### src/rtl/alu_issue_stage_if.sv
// Handshake bundle between decode, the ALU issue stage and EX.
//   Decode -> stage : in_valid, rs1_data, rs2_data, imm, rs1, rs2, rd, alu_op, funct3,
//                     funct7b5, alu_src, is_rtype
//   Stage -> decode : in_ready
//   Stage -> EX     : out_valid, SrcA, SrcB, Operation, store_data, rd_q, illegal_op
//   EX -> stage     : out_ready
// The slave modport is the issue stage's view; master is the surrounding pipeline.
interface alu_issue_stage_if #(
    parameter int unsigned DATA_WIDTH    = 32,
    parameter int unsigned OPCODE_LENGTH = 4,
    parameter int unsigned REG_ADDR_W    = 5
) ();
    logic                     in_valid;
    logic                     in_ready;
    logic [DATA_WIDTH-1:0]    rs1_data;
    logic [DATA_WIDTH-1:0]    rs2_data;
    logic [DATA_WIDTH-1:0]    imm;
    logic [REG_ADDR_W-1:0]    rs1;
    logic [REG_ADDR_W-1:0]    rs2;
    logic [REG_ADDR_W-1:0]    rd;
    logic [1:0]               alu_op;
    logic [2:0]               funct3;
    logic                     funct7b5;
    logic                     alu_src;
    logic                     is_rtype;

    logic                     out_valid;
    logic                     out_ready;
    logic [DATA_WIDTH-1:0]    SrcA;
    logic [DATA_WIDTH-1:0]    SrcB;
    logic [OPCODE_LENGTH-1:0] Operation;
    logic [DATA_WIDTH-1:0]    store_data;
    logic [REG_ADDR_W-1:0]    rd_q;
    logic                     illegal_op;

    modport master (
        output in_valid, rs1_data, rs2_data, imm, rs1, rs2, rd, alu_op, funct3, funct7b5,
               alu_src, is_rtype, out_ready,
        input  in_ready, out_valid, SrcA, SrcB, Operation, store_data, rd_q, illegal_op
    );

    modport slave (
        input  in_valid, rs1_data, rs2_data, imm, rs1, rs2, rd, alu_op, funct3, funct7b5,
               alu_src, is_rtype, out_ready,
        output in_ready, out_valid, SrcA, SrcB, Operation, store_data, rd_q, illegal_op
    );
endinterface

### src/rtl/alu_issue_stage.sv
// ID/EX register stage feeding the ALU. Holds one decoded instruction under a
// valid/ready handshake, decodes ALUOp/funct3/funct7 into the ALU Operation code
// at capture, and presents SrcA/SrcB/store_data from the held operands.
// Ports:
//   clk, reset        rising-edge clock, synchronous active-high reset
//   flush             drop the held instruction and any same-cycle input beat
//   bus (slave)       decode input channel and EX output channel
//   mem_wr_en/rd/result, wb_wr_en/rd/result   forwarding sources (EX/MEM, MEM/WB)
// Build option: define ALU_ISSUE_FWD_EN to include the forwarding muxes; otherwise
// operands come straight from the held register-file data and mem_*/wb_* are ignored.
module alu_issue_stage #(
    parameter int unsigned DATA_WIDTH    = 32,
    parameter int unsigned OPCODE_LENGTH = 4,
    parameter int unsigned REG_ADDR_W    = 5
) (
    input  logic                  clk,
    input  logic                  reset,
    input  logic                  flush,
    alu_issue_stage_if.slave      bus,
    input  logic                  mem_wr_en,
    input  logic [REG_ADDR_W-1:0] mem_rd,
    input  logic [DATA_WIDTH-1:0] mem_result,
    input  logic                  wb_wr_en,
    input  logic [REG_ADDR_W-1:0] wb_rd,
    input  logic [DATA_WIDTH-1:0] wb_result
);
    localparam logic [OPCODE_LENGTH-1:0] OpAnd = OPCODE_LENGTH'(4'b0000);
    localparam logic [OPCODE_LENGTH-1:0] OpOr  = OPCODE_LENGTH'(4'b0001);
    localparam logic [OPCODE_LENGTH-1:0] OpAdd = OPCODE_LENGTH'(4'b0010);
    localparam logic [OPCODE_LENGTH-1:0] OpSub = OPCODE_LENGTH'(4'b0110);
    localparam logic [OPCODE_LENGTH-1:0] OpEq  = OPCODE_LENGTH'(4'b1000);
    localparam logic [OPCODE_LENGTH-1:0] OpBad = OPCODE_LENGTH'(4'b1111);

    logic                     valid_q;
    logic [DATA_WIDTH-1:0]    rs1_data_q;
    logic [DATA_WIDTH-1:0]    rs2_data_q;
    logic [DATA_WIDTH-1:0]    imm_q;
    logic [REG_ADDR_W-1:0]    rs1_q;
    logic [REG_ADDR_W-1:0]    rs2_q;
    logic [REG_ADDR_W-1:0]    rd_q;
    logic                     alu_src_q;
    logic [OPCODE_LENGTH-1:0] op_q;
    logic                     illegal_q;

    logic                     in_ready;
    logic                     capture;
    logic [OPCODE_LENGTH-1:0] op_d;
    logic                     illegal_d;
    logic [DATA_WIDTH-1:0]    fwd_a;
    logic [DATA_WIDTH-1:0]    fwd_b;

    assign in_ready = !valid_q || bus.out_ready;
    assign capture  = bus.in_valid && in_ready;

    always_comb begin
        op_d      = OpBad;
        illegal_d = 1'b1;
        unique case (bus.alu_op)
            2'b00: begin op_d = OpAdd; illegal_d = 1'b0; end
            2'b01: begin op_d = OpEq;  illegal_d = 1'b0; end
            2'b10: begin
                unique case (bus.funct3)
                    3'b000: begin
                        // funct7b5 only selects SUB for R-type; I-type ADDI reuses bit 30
                        op_d      = (bus.is_rtype && bus.funct7b5) ? OpSub : OpAdd;
                        illegal_d = 1'b0;
                    end
                    3'b111:  begin op_d = OpAnd; illegal_d = 1'b0; end
                    3'b110:  begin op_d = OpOr;  illegal_d = 1'b0; end
                    default: begin op_d = OpBad; illegal_d = 1'b1; end
                endcase
            end
            default: begin op_d = OpBad; illegal_d = 1'b1; end
        endcase
    end

    always_ff @(posedge clk) begin
        if (reset) begin
            valid_q    <= 1'b0;
            rs1_data_q <= '0;
            rs2_data_q <= '0;
            imm_q      <= '0;
            rs1_q      <= '0;
            rs2_q      <= '0;
            rd_q       <= '0;
            alu_src_q  <= 1'b0;
            op_q       <= '0;
            illegal_q  <= 1'b0;
        end else if (flush) begin
            // Flush wins over a same-cycle capture; held fields are left as-is.
            valid_q <= 1'b0;
        end else if (capture) begin
            valid_q    <= 1'b1;
            rs1_data_q <= bus.rs1_data;
            rs2_data_q <= bus.rs2_data;
            imm_q      <= bus.imm;
            rs1_q      <= bus.rs1;
            rs2_q      <= bus.rs2;
            rd_q       <= bus.rd;
            alu_src_q  <= bus.alu_src;
            op_q       <= op_d;
            illegal_q  <= illegal_d;
        end else if (bus.out_ready) begin
            valid_q <= 1'b0;
        end
    end

`ifdef ALU_ISSUE_FWD_EN
    // Younger result (EX/MEM) takes precedence; x0 is hardwired and never forwarded.
    always_comb begin
        fwd_a = rs1_data_q;
        if (rs1_q != '0 && mem_wr_en && mem_rd == rs1_q) begin
            fwd_a = mem_result;
        end else if (rs1_q != '0 && wb_wr_en && wb_rd == rs1_q) begin
            fwd_a = wb_result;
        end
        fwd_b = rs2_data_q;
        if (rs2_q != '0 && mem_wr_en && mem_rd == rs2_q) begin
            fwd_b = mem_result;
        end else if (rs2_q != '0 && wb_wr_en && wb_rd == rs2_q) begin
            fwd_b = wb_result;
        end
    end
`else
    logic unused_fwd;
    assign unused_fwd = ^{mem_wr_en, mem_rd, mem_result, wb_wr_en, wb_rd, wb_result,
                          rs1_q, rs2_q};
    assign fwd_a = rs1_data_q;
    assign fwd_b = rs2_data_q;
`endif

    assign bus.in_ready   = in_ready;
    assign bus.out_valid  = valid_q;
    assign bus.SrcA       = fwd_a;
    assign bus.SrcB       = alu_src_q ? imm_q : fwd_b;
    assign bus.store_data = fwd_b;
    assign bus.Operation  = op_q;
    assign bus.rd_q       = rd_q;
    assign bus.illegal_op = illegal_q;
endmodule
### src/flat_wrapper.sv
// flat-port wrapper written by rule: the top's interface ports become plain ports
module alu_issue_stage_flat 
#(
    parameter int unsigned DATA_WIDTH    = 32,
    parameter int unsigned OPCODE_LENGTH = 4,
    parameter int unsigned REG_ADDR_W    = 5
)
  (clk, reset, flush, mem_wr_en, mem_rd, mem_result, wb_wr_en, wb_rd, wb_result, bus_in_valid, bus_rs1_data, bus_rs2_data, bus_imm, bus_rs1, bus_rs2, bus_rd, bus_alu_op, bus_funct3, bus_funct7b5, bus_alu_src, bus_is_rtype, bus_out_ready, bus_in_ready, bus_out_valid, bus_SrcA, bus_SrcB, bus_Operation, bus_store_data, bus_rd_q, bus_illegal_op);
  alu_issue_stage_if #(.DATA_WIDTH(DATA_WIDTH), .OPCODE_LENGTH(OPCODE_LENGTH), .REG_ADDR_W(REG_ADDR_W)) bus_i ();
  input  logic clk;
  input  logic reset;
  input  logic flush;
  input  logic mem_wr_en;
  input  logic [REG_ADDR_W-1:0] mem_rd;
  input  logic [DATA_WIDTH-1:0] mem_result;
  input  logic wb_wr_en;
  input  logic [REG_ADDR_W-1:0] wb_rd;
  input  logic [DATA_WIDTH-1:0] wb_result;
  input wire logic [$bits(bus_i.in_valid)-1:0] bus_in_valid;
  input wire logic [$bits(bus_i.rs1_data)-1:0] bus_rs1_data;
  input wire logic [$bits(bus_i.rs2_data)-1:0] bus_rs2_data;
  input wire logic [$bits(bus_i.imm)-1:0] bus_imm;
  input wire logic [$bits(bus_i.rs1)-1:0] bus_rs1;
  input wire logic [$bits(bus_i.rs2)-1:0] bus_rs2;
  input wire logic [$bits(bus_i.rd)-1:0] bus_rd;
  input wire logic [$bits(bus_i.alu_op)-1:0] bus_alu_op;
  input wire logic [$bits(bus_i.funct3)-1:0] bus_funct3;
  input wire logic [$bits(bus_i.funct7b5)-1:0] bus_funct7b5;
  input wire logic [$bits(bus_i.alu_src)-1:0] bus_alu_src;
  input wire logic [$bits(bus_i.is_rtype)-1:0] bus_is_rtype;
  input wire logic [$bits(bus_i.out_ready)-1:0] bus_out_ready;
  output wire logic [$bits(bus_i.in_ready)-1:0] bus_in_ready;
  output wire logic [$bits(bus_i.out_valid)-1:0] bus_out_valid;
  output wire logic [$bits(bus_i.SrcA)-1:0] bus_SrcA;
  output wire logic [$bits(bus_i.SrcB)-1:0] bus_SrcB;
  output wire logic [$bits(bus_i.Operation)-1:0] bus_Operation;
  output wire logic [$bits(bus_i.store_data)-1:0] bus_store_data;
  output wire logic [$bits(bus_i.rd_q)-1:0] bus_rd_q;
  output wire logic [$bits(bus_i.illegal_op)-1:0] bus_illegal_op;
  assign bus_i.in_valid = bus_in_valid;
  assign bus_i.rs1_data = bus_rs1_data;
  assign bus_i.rs2_data = bus_rs2_data;
  assign bus_i.imm = bus_imm;
  assign bus_i.rs1 = bus_rs1;
  assign bus_i.rs2 = bus_rs2;
  assign bus_i.rd = bus_rd;
  assign bus_i.alu_op = bus_alu_op;
  assign bus_i.funct3 = bus_funct3;
  assign bus_i.funct7b5 = bus_funct7b5;
  assign bus_i.alu_src = bus_alu_src;
  assign bus_i.is_rtype = bus_is_rtype;
  assign bus_i.out_ready = bus_out_ready;
  assign bus_in_ready = bus_i.in_ready;
  assign bus_out_valid = bus_i.out_valid;
  assign bus_SrcA = bus_i.SrcA;
  assign bus_SrcB = bus_i.SrcB;
  assign bus_Operation = bus_i.Operation;
  assign bus_store_data = bus_i.store_data;
  assign bus_rd_q = bus_i.rd_q;
  assign bus_illegal_op = bus_i.illegal_op;
  alu_issue_stage #(.DATA_WIDTH(DATA_WIDTH), .OPCODE_LENGTH(OPCODE_LENGTH), .REG_ADDR_W(REG_ADDR_W)) u_core (.clk(clk), .reset(reset), .flush(flush), .bus(bus_i), .mem_wr_en(mem_wr_en), .mem_rd(mem_rd), .mem_result(mem_result), .wb_wr_en(wb_wr_en), .wb_rd(wb_rd), .wb_result(wb_result));
endmodule
### config.mk
export PLATFORM = sky130hd
export DESIGN_NAME = alu_issue_stage_flat
export DESIGN_NICKNAME = d
export VERILOG_FILES = /design/src/rtl/alu_issue_stage_if.sv /design/src/rtl/alu_issue_stage.sv /design/src/flat_wrapper.sv
export SDC_FILE = /design/constraint.sdc
export NUM_CORES = 1
export LEC_CHECK = 0
export ABC_AREA = 1
export BUFFER_PORTS_ARGS = -buffer_cell sky130_fd_sc_hd__buf_4
export CAP_MARGIN = 20
export CORE_AREA = 5 5 115 117
export DETAILED_ROUTE_END_ITERATION = 16
export DIE_AREA = 0 0 120 122
export PLACE_DENSITY = 0.74
export SETUP_SLACK_MARGIN = 0.4
export SYNTH_ARGS = -nofsm -noshare
export SYNTH_HDL_FRONTEND = slang
export SYNTH_SLANG_ARGS = --single-unit
### constraint.sdc
create_clock -name clk -period 1.3 [get_ports clk]
set_input_delay 0.13 -clock clk [delete_from_list [all_inputs] [get_ports clk]]
set_output_delay 0.13 -clock clk [all_outputs]
set_load 0.05 [all_outputs]
* Word level (Yosys, flattened, before mapping)
Cells that the tools add are included.
** Word-level totals
- Bits in registers :: 108
- Bits in latches :: 0
- Memory bits (writable) :: 0
- Bits in read-only memories :: 0
- Input bits :: 200
- Memories kept :: 0
** Operators by class
- Add/subtract/negate cells :: 0
- Multiply operators :: 0
- Divide/modulo/power cells :: 0
- $lt $le $gt $ge :: 0
- Equality and inequality tests :: 4
- Shift operators :: 0
- Multiplexer cells :: 8
- Bitwise logic cells :: 1
- Reductions and logical operators :: 11
** Operators by type and width (number)
- 2-to-1 mux 32 bit :: 1
- one-hot mux 4 bit (3 select lines) :: 2
- == test 3 bit (second input constant) :: 2
- OR reduction 2 bit :: 2
- zero test 3 bit :: 1
- 2-to-1 mux 1 bit :: 3
- 2-to-1 mux 3 bit :: 1
- OR reduction 3 bit :: 1
- == test 2 x 1 -> 1 bit (second input constant) :: 1
- == test 2 bit (second input constant) :: 1
- logical AND 1 bit :: 2
- zero test 2 bit :: 1
- one-hot mux 1 bit (2 select lines) :: 1
- AND reduction 2 bit :: 1
- nonzero test 2 bit :: 1
- zero test 1 bit :: 1
- logical OR 1 bit :: 1
- NOT 1 bit :: 1

* Logic depth before layout (Yosys ltp)
- Depth after elaboration :: 4
- Mapped depth :: 7

* Worst setup path before layout
No wires, ideal clock.
- Path type :: flip-flop to output port
- Start :: reg u_core.rs2_data_q[0] (netlist: u_core.bus.store_data[0])
- End :: out bus_SrcB[0]
- Data arrival time :: 1823 ps
- Required time :: 1170 ps
- Setup slack :: -653 ps
- Stages on the path, launching flop included :: 3
- Cells stage by stage :: dfxtp_1 -> inv_1 -> o21ai_0
** Between the ends
- Longest elaborated chain between the ends :: 1
** Ends and longest elaborated chain
- from (decl) :: line alu_issue_stage.sv:36 : logic [DATA_WIDTH-1:0] rs2_data_q;
- from (signal assigned) :: line alu_issue_stage.sv:95 : rs2_data_q <= bus.rs2_data;
- 2-to-1 mux 32 bit :: line alu_issue_stage.sv:135 : assign bus.SrcB = alu_src_q ? imm_q : fwd_b;
- to (decl) :: line flat_wrapper.sv:35 : output wire logic [$bits(bus_i.SrcB)-1:0] bus_SrcB;
No other way between the ends.

* Worst setup path after layout
- Start :: reg u_core.alu_src_q
- End :: out bus_SrcB[28]
** Between the ends
- Longest elaborated chain between the ends :: 1
** Ends and longest elaborated chain
- from (decl) :: line alu_issue_stage.sv:41 : logic alu_src_q;
- from (signal assigned) :: line alu_issue_stage.sv:100 : alu_src_q <= bus.alu_src;
- 2-to-1 mux 32 bit :: line alu_issue_stage.sv:135
No other way between the ends.

==> results_dict.tcl <==
set metrics [dict create \
    status "finished with violations" \
    violations "negative setup slack" \
    synth.top_cells.by_area "dfxtp_1 (52%), o21ai_0 (15%), nor2_1 (13%)" \
    syn_area_per_cell_um2 7.38 \
    cp.arrival_ns 1.40 \
    worstPathCellList "buf_12 > buf_6 > o21ai_4 > buf_6" \
    dieArea_mm2 0.0146 \
    nFillCells 510 \
    path_clk_slew_ns 0.07 \
    clock_skew_ns 0.00528 \
    max-cap-violations 0 \
    power_density_mw_per_mm2 1000 \
    syn-instance-count 569 \
    worstSetupPathType "reg -> out" \
    grt_pass1_vias 5429 \
    p_leak_nw 4.54 \
    clockBufferDepth 2 \
    remaining_drc_errors 0 \
    critPathMostFrequentCell "buf_6" \
    crit_buf_inv 3 \
    min_period_over_period_pct 118 \
    root_buffer "clkbuf_16" \
    wl_per_cell_um 24.0 \
    fmax_ghz 0.653 \
    start_util_pct 34.2 \
    antenna_found_initial 0 \
    syn_nets 769 \
    drive_above_1_share_pct 79.2 \
    yosysUniqueCellTypes 18 \
    tightest_slew_ns 0.840 \
    grt_start_max_net_pins 63 \
    vias_per_cell 5.42 \
    period_needed_ns 1.53 \
    max-vdd-ir-drop_mv 0.702 \
    nets 1076 \
    slew_viol_final 0 \
    diodes 0 \
    final_hold_viol_count 0 \
    htreeDepth 3 \
    cts.sinks 108 \
    io_buffer_count 221 \
    dpl_worst_slack_ns 0.0634 \
    cp-start-kind "flip-flop" \
    fp.dieH_um 122 \
    cp_top_family "buffers and inverters" \
    yosys.area.top_type_share_pct 51.5 \
    gp_congestion 0.820 \
    track_usage_pct 25.7 \
    numCtsBuffers 9 \
    core_area_mm2 0.0123 \
    clkLatencyLatePin_ns 0.34 \
    rows 41 \
    seqCellArea_mm2 0.00234 \
    crit_required_ns 1.17 \
    vias 5577 \
    grt_first_pass_wirelength_um 29100 \
    hpwlAfterDp_um 9230 \
    rsz0062_at_grt "true" \
    multi_input_area_mm2 0.00325 \
    tns_ns -14.32 \
    end_kind "output port" \
    antenna_left 0 \
    slowest_stage "dfxtp_4" \
    drtIter0Drc 338 \
    tritoncts "built" \
    overflow 0 \
    relSlewSlack_pct 43.9 \
    setup_slack_ns -0.230 \
    synth_top_cell_by_area "dfxtp_1" \
    synth_seq_cells 108 \
    die_x_um 120 \
    ios 308 \
    setup_violations 139 \
    wirelength_um 24700 \
    crit_path_max_fanout 13 \
    hp-class "in -> reg" \
    area_growth_pct 153 \
    synth_warnings 0 \
    drt_pass1_iterations 4 \
    cpPeakStageDelay_ns 0.42 \
    syn-cell-area_mm2 0.00420 \
    ys_seq_area_share_pct 51.5 \
]
[cell usage after synthesis]
cell and instances:
nor2_1 148, o21ai_0 126, dfxtp_1 108, nand2_1 45, inv_1 43, a21oi_1 36, clkbuf_1 22, o21ai_1 11
buf_4 6, buf_6 5, nand3_1 5, buf_2 4, clkbuf_2 3, nand2_2 2, nor2_2 2, a211oi_1 1
buf_1 1, inv_2 1
[cells in the final DEF, fill, tap and decap left out, drive strengths merged]
cell	instances
nand2	49
inv	44
dfxtp	108
clkinv	1
buf	324
nand3	5
a211oi	1
clkbuf	18
a21oi	36
o21ai	137
nor2	150
dlygate4sd3	6
[layer usage]
layer | up-vias | track usage (%) | routed length (um)
li1 | 2458 | - | -
met2 | 308 | 47.1 | 13300
met4 | 0 | 11.1 | 1490
met1 | 2700 | 27.9 | 8240
met3 | 111 | 6.92 | 1620
met5 | - | 0 | 0
[stage by stage]
| step | total power, mW | std cells | cell area [um2] | util, % | hold WS [ns] |
|---|---|---|---|---|---|
| after floorplan | 5.36 | 569 | 4860 | - | 0.193 |
| final | 10.6 | 1029 | 10600 | 86.5 | 0.0159 |
| after global placement | 6.12 | 914 | 6610 | 53.9 | 0.316 |
| after detailed placement | 6.14 | 914 | 6610 | 53.9 | 0.321 |
| after global routing | 10.9 | 1029 | 10600 | 86.5 | 0.0206 |
| after CTS | 9.80 | 1000 | 9130 | 74.5 | 0.000627 |
[logic make-up after synthesis]
logic type | synth area share (%)
flops | 51.5
compound gates | 20.8
buf+inv | 9.24
simple gates | 18.4
[worst register-to-register path, stage by stage, from the launching register on]
cell and delay, ns:
dfxtp_4 0.37, buf_12 0.13, nand2_8 0.13, buf_12 0.13, nand2_8 0.09, buf_6 0.19
buf_12 0.12, buf_16 0.13, a21oi_2 0.13
[worst paths after layout]
check | start | end | slack (ns) | cells after the start
worst max-delay path | u_core.alu_src_q | bus_SrcB[28] | -0.23 | 4
worst min-delay path | bus_imm[7] | u_core.imm_q[7] | 0.02 | 3
worst max register to register | u_core.bus.out_valid | u_core.bus.store_data[11] | -0.19 | 8
worst min register to register | u_core.imm_q[29] | u_core.imm_q[29] | 0.49 | 2
[area by class of cell]
cell class | count | area share (%)
Timing Repair Buffer | 335 | 41.2
Multi-Input combinational cell | 378 | 30.6
Sequential cell | 108 | 22.1
Clock buffer | 13 | 2.66
Tap cell | 150 | 1.77
Inverter | 44 | 1.58
Clock inverter | 1 | 0.0472
[timing repair]
| action | in CTS | in global routing |
|---|---|---|
| setup buffers | 38 | 23 |
| endpoints found under the setup margin | 215 | 216 |
| gates cloned | 28 | 6 |
| pin swaps | 38 | 53 |
| hold endpoints to repair | 6 | 0 |
| hold buffers | 6 | 0 |
| resized for setup | 370 | 318 |
[power breakdown]
group	total (mW)	switching (mW)	internal, mW
clock	2.79	1.28	1.50
combinational	4.06	2.18	1.88
sequential	3.80	0.264	3.54
[flip-flops by register name, summed over array words and instances (netlist names)]
name,flops
u_core.bus.Operation,4
u_core.bus.out_valid,1
u_core.bus.store_data,32
u_core.alu_src_q,1
u_core.imm_q,32
u_core.bus.illegal_op,1
u_core.bus.SrcA,32
u_core.bus.rd_q,5
(Power assumes the default switching activity.)
